### src/rtl/hazard_ctrl.sv
// Pipeline hazard sequencer: load-use bubbles, branch flushes, shared-RAM fetch conflicts
// and multi-cycle memory waits with timeout, plus saturating debug counters.
module hazard_ctrl #(
  parameter int unsigned       REG_W    = 4,
  parameter int unsigned       ADDR_W   = 16,
  parameter logic [ADDR_W-1:0] IMEM_TOP = 16'h7FFF,
  parameter int unsigned       MEM_TMO  = 8,
  parameter int unsigned       CNT_W    = 16
) (
  input  logic              CLK,
  input  logic              RST,
  input  logic              idExMemRead,
  input  logic [REG_W-1:0]  idExRd,
  input  logic              idExRegWrite,
  input  logic [REG_W-1:0]  ifIdRs,
  input  logic [REG_W-1:0]  ifIdRt,
  input  logic              ifIdUseRs,
  input  logic              ifIdUseRt,
  input  logic              branchTaken,
  input  logic              exMemAccess,
  input  logic [ADDR_W-1:0] exMemAddr,
  input  logic              memReady,
  output logic              pcWrite,
  output logic              ifIdWrite,
  output logic              ifIdFlush,
  output logic              idExWrite,
  output logic              idExFlush,
  output logic              exMemWrite,
  output logic              memErr,
  output logic [CNT_W-1:0]  stallCnt,
  output logic [CNT_W-1:0]  flushCnt
);

  localparam int unsigned     WC_W     = (MEM_TMO > 2) ? $clog2(MEM_TMO) : 1;
  localparam logic [WC_W-1:0] TMO_LAST = WC_W'(MEM_TMO - 1);

  typedef enum logic {RUN, MEM_WAIT} state_t;

  state_t           state_q, state_d;
  logic [WC_W-1:0]  waitCnt_q, waitCnt_d;
  logic             memErr_q, memErr_d;
  logic [CNT_W-1:0] stallCnt_q, stallCnt_d;
  logic [CNT_W-1:0] flushCnt_q, flushCnt_d;

  logic release_w, freeze, loadUse, structural, brFlush;

  always_comb begin
    release_w  = (state_q == MEM_WAIT) && (waitCnt_q == TMO_LAST);
    freeze     = exMemAccess && !memReady && !release_w;
    loadUse    = idExMemRead && idExRegWrite &&
                 ((ifIdUseRs && (ifIdRs == idExRd)) || (ifIdUseRt && (ifIdRt == idExRd)));
    structural = exMemAccess && (exMemAddr <= IMEM_TOP);
    brFlush    = 1'b0;

    pcWrite    = 1'b1;
    ifIdWrite  = 1'b1;
    ifIdFlush  = 1'b0;
    idExWrite  = 1'b1;
    idExFlush  = 1'b0;
    exMemWrite = 1'b1;

    if (RST) begin
      pcWrite    = 1'b0;
      ifIdWrite  = 1'b0;
      idExWrite  = 1'b0;
      exMemWrite = 1'b0;
      ifIdFlush  = 1'b1;
      idExFlush  = 1'b1;
    end else if (freeze) begin
      // Whole pipe holds, so a taken branch in EX stays presented until release.
      pcWrite    = 1'b0;
      ifIdWrite  = 1'b0;
      idExWrite  = 1'b0;
      exMemWrite = 1'b0;
    end else if (branchTaken) begin
      ifIdFlush  = 1'b1;
      idExFlush  = 1'b1;
      brFlush    = 1'b1;
    end else if (loadUse) begin
      pcWrite    = 1'b0;
      ifIdWrite  = 1'b0;
      idExFlush  = 1'b1;
    end else if (structural) begin
      pcWrite    = 1'b0;
      ifIdFlush  = 1'b1;
    end
  end

  always_comb begin
    state_d   = state_q;
    waitCnt_d = waitCnt_q;
    memErr_d  = memErr_q;
    unique case (state_q)
      RUN: begin
        if (exMemAccess && !memReady) begin
          state_d   = MEM_WAIT;
          waitCnt_d = '0;
        end
      end
      MEM_WAIT: begin
        if (memReady) begin
          state_d = RUN;
        end else if (release_w) begin
          memErr_d = 1'b1;
          state_d  = RUN;
        end else begin
          waitCnt_d = waitCnt_q + WC_W'(1);
        end
      end
      default: state_d = RUN;
    endcase

    stallCnt_d = stallCnt_q;
    if (!pcWrite && (stallCnt_q != '1)) stallCnt_d = stallCnt_q + CNT_W'(1);
    flushCnt_d = flushCnt_q;
    if (brFlush && (flushCnt_q != '1)) flushCnt_d = flushCnt_q + CNT_W'(1);
  end

  always_ff @(posedge CLK or posedge RST) begin
    if (RST) begin
      state_q    <= RUN;
      waitCnt_q  <= '0;
      memErr_q   <= 1'b0;
      stallCnt_q <= '0;
      flushCnt_q <= '0;
    end else begin
      state_q    <= state_d;
      waitCnt_q  <= waitCnt_d;
      memErr_q   <= memErr_d;
      stallCnt_q <= stallCnt_d;
      flushCnt_q <= flushCnt_d;
    end
  end

  assign memErr   = memErr_q;
  assign stallCnt = stallCnt_q;
  assign flushCnt = flushCnt_q;

endmodule

### config.mk
export PLATFORM = sky130hd
export DESIGN_NAME = hazard_ctrl
export DESIGN_NICKNAME = d
export VERILOG_FILES = /design/src/rtl/hazard_ctrl.sv
export SDC_FILE = /design/constraint.sdc
export NUM_CORES = 1
export LEC_CHECK = 0
export BUFFER_PORTS_ARGS = -buffer_cell sky130_fd_sc_hd__buf_2
export CAP_MARGIN = 25
export CORE_UTILIZATION = 35
export DETAILED_ROUTE_END_ITERATION = 10
export REMOVE_ABC_BUFFERS = 1
export SLEW_MARGIN = 20
export SYNTH_ARGS = -nofsm -noshare
export SYNTH_HDL_FRONTEND = slang
export SYNTH_SLANG_ARGS = --single-unit
### constraint.sdc
create_clock -name CLK -period 2.6 [get_ports CLK]
set_input_delay 0.13 -clock CLK [delete_from_list [all_inputs] [get_ports CLK]]
set_output_delay 0.13 -clock CLK [all_outputs]
set_load 0.03 [all_outputs]
* After elaboration in Yosys (flattened, before gate mapping)
Index checks and enable logic that the tools add are counted.
** Operators by class
- Add/subtract/negate cells :: 3
- $lt $le $gt $ge :: 1
- Eq/ne operators :: 8
- Muxes and demuxes :: 31
- Bitwise logic cells :: 2
- Reductions and logical operators :: 16
** Operators by type and width (count)
- adder 16 x 1 -> 16 bit (second input constant) :: 2
- inequality test 16 bit (second input constant) :: 2
- 2-to-1 mux 1 bit :: 26
- <= comparator 16 x 15 -> 1 bit (second input constant) :: 1
- logical AND 1 bit :: 10
- 2-to-1 mux 3 bit :: 3
- equality test 4 bit :: 2
- inequality test 2 bit (second input constant) :: 3
- one-hot mux 3 bit (2 select lines) :: 1
- AND reduction 3 bit :: 2
- adder 3 x 1 -> 3 bit (second input constant) :: 1
- equality test 3 bit (second input constant) :: 1
- logical NOT 1 bit :: 3
- NOT 1 bit :: 2
- one-hot mux 1 bit (2 select lines) :: 1
- logical OR 1 bit :: 1
** Word-level totals
- Register bits :: 37
- Output and inout port bits :: 39

* Depth between registers and ports, before layout
Gate-level depths: netlist of run 1.
- Depth after elaboration :: 10
- Depth in mapped cells :: 9
- Depth with buffers taken out :: 8

* Least setup slack after synthesis of run 1
Ideal clock, no wire load.
- Kind :: input to register
- From :: input port RST
- To :: register flushCnt_q[15], in the netlist flushCnt[15]
- Setup time :: 134 ps
- Arrival :: 2155 ps
- Path slack :: 311 ps
- Cell stages on the path :: 6
- Path buffers :: 0
- Cells stage by stage :: inv_1 > o211ai_1 > a31oi_4 > and4_4 > nand4_1 > xnor2_1
** On the way
- Longest elaborated chain between the ends :: 2
** RTL lines
- from (decl) :: line 11 : input logic RST,
- 2-to-1 mux 1 bit :: line 62 : if (RST) begin
- logical AND 1 bit :: line 116 : if (brFlush && (flushCnt_q != '1)) flushCnt_d = flushCnt_q + CNT_W'(1);
- to (signal assigned) :: line 131 : flushCnt_q <= flushCnt_d;
- to (decl) :: line 43 : logic [CNT_W-1:0] flushCnt_q, flushCnt_d;
No other way between the ends.
A chain may end at the register's enable or synchronous reset.

* Final worst setup path of run 1
- From :: register waitCnt_q[0]
- To :: register stallCnt_q[11], in the netlist stallCnt[11]
** On the way
- Longest elaborated chain between the ends :: 8
** RTL lines
- from (decl) :: line 40 : logic [WC_W-1:0] waitCnt_q, waitCnt_d;
- from (signal assigned) :: line 128 : waitCnt_q <= waitCnt_d;
- equality test 3 bit :: line 48 : release_w = (state_q == MEM_WAIT) && (waitCnt_q == TMO_LAST);
- logical AND 1 bit :: line 48
- logical NOT 1 bit :: line 49 : freeze = exMemAccess && !memReady && !release_w;
- logical AND 1 bit :: line 49
- 2-to-1 mux 1 bit :: line 69 : end else if (freeze) begin
- 2-to-1 mux 1 bit :: line 62
- logical NOT 1 bit :: line 114 : if (!pcWrite && (stallCnt_q != '1)) stallCnt_d = stallCnt_q + CNT_W'(1);
- logical AND 1 bit :: line 114
- to (signal assigned) :: line 130 : stallCnt_q <= stallCnt_d;
- to (decl) :: line 42 : logic [CNT_W-1:0] stallCnt_q, stallCnt_d;
No other way between the ends.

==> results of run 1 <==
cells by family (layout without fill, tap and decap cells):
logic type / count (synthesis) / in the layout / synth area share
muxes: 4 / 4 / 0.0236
xor gates and xnor gates: 37 / 37 / 0.165
DFF: 37 / 37 / 0.471
adders and majority gates: 4 / 4 / 0.0255
AOI/OAI and AO/OA: 18 / 18 / 0.0815
buffers and inverters: 9 / 78 / 0.0236
and+or+nand+nor: 71 / 71 / 0.210
path summary, 6_finish.rpt:
path,startpoint,end,cells past startpoint
min,RST,stallCnt[11],3
max in group asynchronous,RST,stallCnt[10],3
min reg2reg,memErr,memErr,1
max reg2reg,waitCnt_q[0],stallCnt[11],9
min in group CLK,memReady,state_q,2
max,waitCnt_q[0],stallCnt[11],9
cell usage after synthesis, drive strengths merged, types with 3 or more instances:
master / count
a22o: 3
and2: 4
and3: 13
and4: 4
buf: 3
dfrtp: 37
ha: 4
inv: 6
nand2: 9
nand3: 15
nand4: 12
nor2: 5
nor2b: 4
o21ai: 5
xnor2: 30
xor2: 7
layout make-up:
class                      instances  area [um^2]  share of cell area
timing repair buffer              64          330               0.135
clock inverter                     2         10.0             0.00410
tap                               70         87.6              0.0359
sequential                        37          926               0.379
multi-input combinational        134          992               0.406
inverter                           6         22.5             0.00923
clock buffer                       6         72.6              0.0297
state kept, by name, summed over array words and instances, names as in the netlist:
signal     count
flushCnt      16
stallCnt      16
waitCnt_q      3
memErr         1
state_q        1
stage by stage:
step	std cells	power, uW
floorplan	177	1240
global placement	311	1430
detailed placement	311	1440
CTS	319	1840
global route	319	1930
finish	319	1810
worst max-delay path: cells and delay by family, from the launching register on:
| family | cells | cell delay [ns] |
|---|---|---|
| DFF | 1 | 0.42 |
| xor gates and xnor gates | 1 | 0.15 |
| adders and majority gates | 2 | 0.47 |
| AOI/OAI and AO/OA | 1 | 0.24 |
| and+or+nand+nor | 4 | 0.66 |
| buffers and inverters | 1 | 0.22 |
report_power, final:
group	internal, uW	switching, uW	total, uW	leakage, uW
clock network	186	204	390	0.0000450
logic	230	383	613	0.000693
registers	685	127	811	0.000486
per-layer routing:
metal	part of all wire	track usage	wire (um)	vias up
met1	0.45	0.185	1890	745
li1	-	-	-	771
met5	0	0	0	-
met3	0.042	0.0381	176	7
met2	0.49	0.246	2030	40
met4	0.014	0.0635	59	0
==> results.md, run 1 <==
* Cell count after synthesis at 180
* Status: finished, violations left
* Final worst slack at 0.312 ns
* DIE HEIGHT at 76.9 um
* Clock transition at path regs at 0.08 ns
* CTS sink cnt at 37
* Placed inst area at 2360 um^2
* Slew margin rel. at 0.684
* Overflow after GRT at 0
* Leading cell types in the layout, fill and taps excluded: 60 x buf_2, 37 x dfrtp_1, 30 x xnor2_1
* Fraction of layout instances using a drive strength above 1 at 0.321
* RePlAce Congestion at 0.727
* Die Wd at 76.9 um
* Yosys cell types at 35
* Setup WS pre-CTS at 0.324 ns
* # fillers at 539
* Least-Margin Pin Slew at 0.474 ns
* Sequential share of the synthesized area at 0.471
* Mean Syn Cell Area at 10.9 um^2
* Iter 0 DRT Violations at 65
* Crit-path max FO at 10
* CP Cell Sequence: ha_1 > ha_1 > and2_4 > nor2_1 > nor2_1 > a32oi_4 > buf_4 > nand4_1 > xnor2_1
* Slew Viols, Final at 0
* EDFF count, synth at 0
* Synth Register Bits at 37
* Post-CTS Repair Setup Buffers at 0
* # setup viols final at 0
* Final WL at 4.15 mm
* Worst IR Drop VDD at 0.507 mV
* Fmax at 0.437 GHz
* Cts hold-fix bufs at 0
* Hold Path Class: in -> async
* CP Class: reg -> reg
* Number of core rows at 26
* CTS tree: built
* Mapped cell area at 1960 um^2
* CTS root buf: clkbuf_8
* DRC viols at 0
* Worst EP arrival at 2.47 ns
* CP peak stage delay at 0.42 ns
* Antenna Violating Nets Remaining at 0
* Max stage delay cell, worst path: dfrtp_1
* Clock Path Buffers at 2
* Tmin final at 2.29 ns
* RSZ-0062 raised after global routing: no
* Synth top area share at 0.471
* Setup_tns at 0 ns
* Fin util at 0.463
* Post-CTS Resized at 0
* Clk Latency, worst-skew pair at 0.29 ns
* Area Overhead vs Synth at 24.3%
* GRT Total Usage at 0.149
* Max Cap Viol at 0
* Largest net degree at the start of global routing at 40
* P per Cell Area at 743 nW/um^2
* Core area at 5270 um^2
* I/O Buffers at 60
* Final Hold Vio Count at 2
* Io pins at 76
* Finished Cell Area at 2440 um^2
* Flop2flop setup slack at 0.31 ns
* Layout Skew at 0.00802 ns
* Initial antenna violation count at 0
* Die Footprint at 5920 um^2
* Worst Path Required at 2.78 ns
* Vias in the first global route at 1516
* NumNets Final at 289
* Tcrit/Tclk final at 0.880
* Wire per inst at 13.0 um
* First-pass GRT wire length at 7.05 mm
* Post-synth ARST share at 1.00
* TritonRoute pass-1 iters at 4
* Worst hold margin at -0.0000903 ns
* CTS buffer count at 5
* Commonest non-fill, non-tap cell in the layout: buf_2
* Startpoint class of the critical path: flop
* Post-synth top area cell: dfrtp_1
* Vias at 1563
* # diodes at 0
* Worst Setup End Kind: flop
* Ys flop type: dfrtp_1
* Main area contributors after synthesis: dfrtp_1 47%, xnor2_1 13%, and3_1 3.8%
* H-tree depth at 2
* Failing checks: negative hold slack
* Drt via density at 4.90
* Final HPWL DP at 3.12 mm
* Synth warnings at 0
* Starting density of the core at 0.373
* Leak Pwr at 0.00122 uW
No activity file was read; power rests on OpenSTA's default activity.
==> run 2: changes to the inputs <==
--- a/config.mk
+++ b/config.mk
@@ -8,6 +8,7 @@
 export BUFFER_PORTS_ARGS = -buffer_cell sky130_fd_sc_hd__buf_2
 export CAP_MARGIN = 25
 export CORE_UTILIZATION = 35
+export CTS_BUF_LIST = sky130_fd_sc_hd__clkbuf_8
 export DETAILED_ROUTE_END_ITERATION = 10
 export REMOVE_ABC_BUFFERS = 1
 export SLEW_MARGIN = 20
==> constraint.sdc (replaced) <==
create_clock -name CLK -period 2.6 [get_ports CLK]
set_input_delay 0.13 -clock CLK [delete_from_list [all_inputs] [get_ports CLK]]
set_output_delay 0.13 -clock CLK [all_outputs]
set_load 0.02 [all_outputs]
==> results.md, run 2 (synthesis gave the netlist of run 1 again) <==
* Hold Path Class: in -> async
* GRT Total Usage at 0.149 (unchanged)
* Fraction of layout instances using a drive strength above 1 at 0.321 (unchanged)
* CTS root buf: clkbuf_8
* CTS sink cnt at 37 (unchanged)
* I/O Buffers at 60 (unchanged)
* Final WL at 4.15 mm (unchanged)
* Clock Path Buffers at 2 (unchanged)
* Cts hold-fix bufs at 0 (unchanged)
* Die Wd at 76.9 um (unchanged)
* Slew Viols, Final at 0 (unchanged)
* Clock transition at path regs at 0.08 ns (about the same)
* Drt via density at 4.90 (unchanged)
* # fillers at 539 (unchanged)
* TritonRoute pass-1 iters at 4 (unchanged)
* Clk Latency, worst-skew pair at 0.29 ns (about the same)
* RR Endpoint: stallCnt[11]
* Crit-path max FO at 10 (unchanged)
* Startpoint class of the critical path: flop
* H-tree depth at 2 (unchanged)
* Vias in the first global route at 1516 (unchanged)
* NumNets Final at 289 (unchanged)
* CP Launch Point: waitCnt_q[0]
* Max Cap Viol at 0 (unchanged)
* Worst Path Required at 2.78 ns (about the same)
* Worst Setup End Kind: flop
* CP Cell Sequence: ha_1 > ha_1 > and2_4 > nor2_1 > nor2_1 > a32oi_4 > buf_4 > nand4_1 > xnor2_1
* Worst EP arrival at 2.47 ns (about the same)
* RePlAce Congestion at 0.727 (unchanged)
* Tcrit/Tclk final at 0.880 (about the same)
* Failing checks: negative hold slack
* CP Class: reg -> reg
* Final Hold Vio Count at 3 (+1)
* Reg-to-reg startpoint: waitCnt_q[0]
* Slew margin rel. at 0.684 (unchanged)
* # diodes at 0 (unchanged)
* Overflow after GRT at 0 (unchanged)
* Vias at 1563 (unchanged)
* Post-CTS Repair Setup Buffers at 0 (unchanged)
* Iter 0 DRT Violations at 65 (unchanged)
* Final HPWL DP at 3.12 mm (unchanged)
* CTS buffer count at 5 (unchanged)
* Max stage delay cell, worst path: dfrtp_1
* Flop2flop setup slack at 0.31 ns (about the same)
* Wire per inst at 13.0 um (unchanged)
* Least-Margin Pin Slew at 0.474 ns (unchanged)
* Post-CTS Resized at 0 (unchanged)
* Leak Pwr at 0.00123 uW (+0.34%)
* CP peak stage delay at 0.42 ns (about the same)
* DIE HEIGHT at 76.9 um (unchanged)
* Register Area at 926 um^2 (unchanged)
* Core area at 5270 um^2 (unchanged)
* Setup_tns at 0 ns (unchanged)
* Commonest non-fill, non-tap cell in the layout: buf_2
* Design Power at 1730 uW (-4.7%)
* Fin util at 0.463 (unchanged)
* Worst IR Drop VDD at 0.445 mV (-12%)
* R2R cell count at 9 (unchanged)
* Tmin final at 2.29 ns (+0.0000500 ns)
* Status: finished, violations left
* DRC viols at 0 (unchanged)
* Antenna Violating Nets Remaining at 0 (unchanged)
* Fmax at 0.437 GHz (about the same)
* P per Cell Area at 708 nW/um^2 (-4.7%)
* # setup viols final at 0 (unchanged)
* Worst hold margin at -0.000434 ns (-0.000343 ns)
* Number of core rows at 26 (unchanged)
* Leading cell types in the layout, fill and taps excluded: 60 x buf_2, 37 x dfrtp_1, 30 x xnor2_1
* RSZ-0062 raised after global routing: no
* Initial antenna violation count at 0 (unchanged)
* Largest net degree at the start of global routing at 40 (unchanged)
* First-pass GRT wire length at 7.05 mm (unchanged)
* Worst Setup EP: stallCnt[11]
* Starting density of the core at 0.373 (unchanged)
* Layout Skew at 0.00828 ns (+0.000256 ns)
* Multi-input gate area at 992 um^2 (unchanged)
* Die Footprint at 5920 um^2 (unchanged)
* CTS tree: built
* Area Overhead vs Synth at 24.3% (unchanged)
* Io pins at 76 (unchanged)
run 2: cell types whose count changed in the layout (fill, tap and decap cells not counted):
cell	previous run	this run
clkbuf_1	1	0
inv_1	6	7
run 2: area by class of cell:
type | count | share of cell area
inverters | 6 | 0.00923
multi-input cells | 134 | 0.406
flip-flops and latches | 37 | 0.379
repair buffers | 64 | 0.135
clock inverters | 3 | 0.00564
clock buffers | 5 | 0.0282
well taps | 70 | 0.0359
run 2: worst min path at each step:
stage	start	endpoint	slack (ns)
finish	RST	stallCnt[11]	-0.0004
floorplan	memReady	state_q	0.20
global placement	RST	memErr	0.33
global route	RST	stallCnt[5]	0.06
detailed placement	RST	memErr	0.34
CTS	RST	waitCnt_q[1]	0.02
run 2: metrics by stage:
stage	std cells	setup WS (ns)	instance area, um^2	hold slack, ns
2_1_floorplan	177	0.121	1940	0.196
3_3_place_gp	311	0.369	2360	0.331
3_5_place_dp	311	0.324	2360	0.337
4_1_cts	319	0.305	2440	0.0158
5_1_grt	319	0.130	2440	0.0567
6_report	319	0.312	2440	-0.000434
run 2: layer usage:
| layer | part of all wire | global-route usage |
|---|---|---|
| met5 | 0 | 0 |
| met4 | 0.014 | 0.0635 |
| met3 | 0.042 | 0.0381 |
| met2 | 0.49 | 0.246 |
| met1 | 0.45 | 0.185 |
run 2: power breakdown:
group          switching (uW)  internal, uW
registers                 127           685
clock network             204           182
logic                     301           229
total                     632          1100
run 2: critical path: cells and delay by family, from the launching register on:
kind	cells	cell delay, ns
AND/OR/NAND/NOR	4	0.66
adder cells (fa/ha/maj)	2	0.47
buffers and inverters	1	0.22
AO/OA/AOI/OAI	1	0.24
flip-flops	1	0.42
XOR/XNOR	1	0.15
==> run 3: changes to the inputs <==
--- a/config.mk
+++ b/config.mk
@@ -7,9 +7,12 @@
 export LEC_CHECK = 0
 export BUFFER_PORTS_ARGS = -buffer_cell sky130_fd_sc_hd__buf_2
 export CAP_MARGIN = 25
-export CORE_UTILIZATION = 35
+export CELL_PAD_IN_SITES_DETAIL_PLACEMENT = 0
+export CELL_PAD_IN_SITES_GLOBAL_PLACEMENT = 2
+export CORE_UTILIZATION = 30
 export CTS_BUF_LIST = sky130_fd_sc_hd__clkbuf_8
 export DETAILED_ROUTE_END_ITERATION = 10
+export PLACE_DENSITY_LB_ADDON = 0.1
 export REMOVE_ABC_BUFFERS = 1
 export SLEW_MARGIN = 20
 export SYNTH_ARGS = -nofsm -noshare
==> results.md, run 3 (synthesis gave the netlist of run 1 again) <==
* CP Cell Sequence: ha_1 > ha_1 > and2_4 > nor2_1 > nor2_1 > a32oi_4 > buf_4 > nand4_1 > xnor2_1
* H-tree depth at 2 (unchanged)
* Setup WS pre-CTS at 0.307 ns (-0.0169 ns)
* Post-CTS Resized at 0 (unchanged)
* P per Cell Area at 735 nW/um^2 (+3.9%)
* # fillers at 627 (+16%)
* Non-Filler Instances at 326 (+2.2%)
* Die Footprint at 6880 um^2 (+16%)
* Worst IR Drop VDD at 0.484 mV (+8.7%)
* Io pins at 76 (unchanged)
* Setup_tns at 0 ns (unchanged)
* RSZ-0062 raised after global routing: no
* TritonRoute pass-1 iters at 4 (unchanged)
* Failing checks: negative hold slack
* Worst EP arrival at 2.48 ns (about the same)
* Worst hold margin at -0.00217 ns (-0.00174 ns)
* Clk Latency, worst-skew pair at 0.29 ns (about the same)
* Die Wd at 82.9 um (+7.8%)
* Core area at 6350 um^2 (+20%)
* Wire per inst at 13.3 um (+1.9%)
* GRT Total Usage at 0.130 (-0.0197)
* Largest net degree at the start of global routing at 40 (unchanged)
* CP peak stage delay at 0.42 ns (about the same)
* P_int at 1190 uW (+9.0%)
* DIE HEIGHT at 82.9 um (+7.8%)
* Worst Setup End Kind: flop
* Fmax at 0.433 GHz (-0.82%)
* CP Class: reg -> reg
* Fraction of layout instances using a drive strength above 1 at 0.325 (+0.00402)
* Final worst slack at 0.293 ns (-0.0190 ns)
* Least-Margin Pin Slew at 0.510 ns (+0.0356 ns)
* Tmin final at 2.31 ns (+0.0190 ns)
* Area Overhead vs Synth at 26.2%
* Cts hold-fix bufs at 0 (unchanged)
* Iter 0 DRT Violations at 53 (-18%)
* Clock transition at path regs at 0.07 ns (about the same)
* Antenna Violating Nets Remaining at 0 (unchanged)
* CTS root buf: clkbuf_8
* Leading cell types in the layout, fill and taps excluded: 60 x buf_2, 37 x dfrtp_1, 30 x xnor2_1
* Tcrit/Tclk final at 0.887 (+0.00731)
* Max Cap Viol at 0 (unchanged)
* Logic pwr share at 0.291 (-0.016)
* Leak Pwr at 0.00124 uW (+0.84%)
* Commonest non-fill, non-tap cell in the layout: buf_2
* CTS tree: built
* Number of core rows at 29 (+12%)
* Placed cell count at 319 (+2.6%)
* Crit-path max FO at 8 (-2)
* CTS sink cnt at 37 (unchanged)
* Post-CTS Repair Setup Buffers at 0 (unchanged)
* Switch Pwr at 629 uW (-0.60%)
* Overflow after GRT at 0 (unchanged)
* Vias at 1552 (-0.70%)
* Max stage delay cell, worst path: dfrtp_1
* Final HPWL DP at 3.20 mm (+2.4%)
* Worst Path Required at 2.77 ns (about the same)
* Reg power frac at 0.446 (-0.023)
* Net switching fraction of the power at 0.345 (-0.0210)
* Clock Path Buffers at 2 (unchanged)
* Final WL at 4.32 mm (+4.1%)
* Status: finished, violations left
* Drt via density at 4.76 (-2.8%)
* # setup viols final at 0 (unchanged)
* Starting density of the core at 0.309 (-0.0634)
* Vias in the first global route at 1501 (-0.99%)
* CTS buffer count at 5 (unchanged)
* I/O Buffers at 60 (unchanged)
* DRC viols at 0 (unchanged)
* RePlAce Congestion at 0.735 (+1.1%)
* Startpoint class of the critical path: flop
* Initial antenna violation count at 0 (unchanged)
* Slew margin rel. at 0.660 (-0.0237)
* # diodes at 0 (unchanged)
* Layout Skew at 0.00671 ns (-0.00156 ns)
* NumNets Final at 290 (+0.35%)
* Hold Path Class: in -> async
* Final Hold Vio Count at 2 (-1)
* Clock Power Share at 0.263 (+0.040)
* First-pass GRT wire length at 7.12 mm (+0.98%)
* Slew Viols, Final at 0 (unchanged)
==> run 3: cell count changes in the layout (fill, tap and decap cells not counted) <==
| cell | change |
|---|---|
| buf_4 | +1 |
| bufinv_16 | +1 |
| inv_1 | -1 |
| clkinv_2 | -1 |
==> run 3: final timing paths <==
path	from	endpoint	cells past startpoint	slack, ns
setup / recovery	waitCnt_q[0]	stallCnt[15]	9	0.29
hold / removal	RST	memErr	3	-0.002
setup reg to reg	waitCnt_q[0]	stallCnt[15]	9	0.29
hold reg to reg	memErr	memErr	1	0.47
max in group asynchronous	RST	stallCnt[12]	3	2.24
min in group CLK	memReady	state_q	2	0.06
==> run 3: metrics by stage <==
stage / total power, uW / utilization / hold slack, ns / cell area [um^2]
6_report: 1820 / 0.390 / -0.00217 / 2480
3_3_place_gp: 1350 / 0.374 / 0.339 / 2370
2_1_floorplan: 1160 / - / 0.196 / 1940
5_1_grt: 1950 / 0.390 / 0.0462 / 2480
4_1_cts: 1850 / 0.390 / 0.0189 / 2480
3_5_place_dp: 1360 / 0.374 / 0.338 / 2370
==> run 3: cell type report <==
cell class / instances / area [um^2] / area share
clock inverters: 2 / 35.0 / 0.0141
well taps: 77 / 96.3 / 0.0389
clock buffers: 5 / 68.8 / 0.0278
inverters: 6 / 22.5 / 0.00909
flip-flops and latches: 37 / 926 / 0.374
repair buffers: 65 / 338 / 0.136
multi-input cells: 134 / 992 / 0.400
==> run 3: routing by layer <==
metal	up-vias	share of wire	track usage
li1	775	-	-
met1	737	0.48	0.169
met2	32	0.47	0.207
met3	8	0.034	0.0348
met4	0	0.016	0.0470
met5	-	0	0
==> run 3: worst max-delay path: cells and delay by family (launching register included) <==
kind	cells	cell delay (ns)
flip-flops	1	0.42
buffers and inverters	1	0.22
AND/OR/NAND/NOR	4	0.67
AO/OA/AOI/OAI	1	0.28
adder cells (fa/ha/maj)	2	0.45
XOR/XNOR	1	0.14
==> run 3: power by group through the flow <==
| stage | Sequential (uW) | Clock, uW | Combinational, uW |
|---|---|---|---|
| after global routing | 838 | 532 | 581 |
| after floorplan | 921 | 0 | 239 |
| after detailed placement | 823 | 0 | 538 |
| after global placement | 822 | 0 | 533 |
| after CTS | 814 | 499 | 539 |
| final | 813 | 479 | 531 |
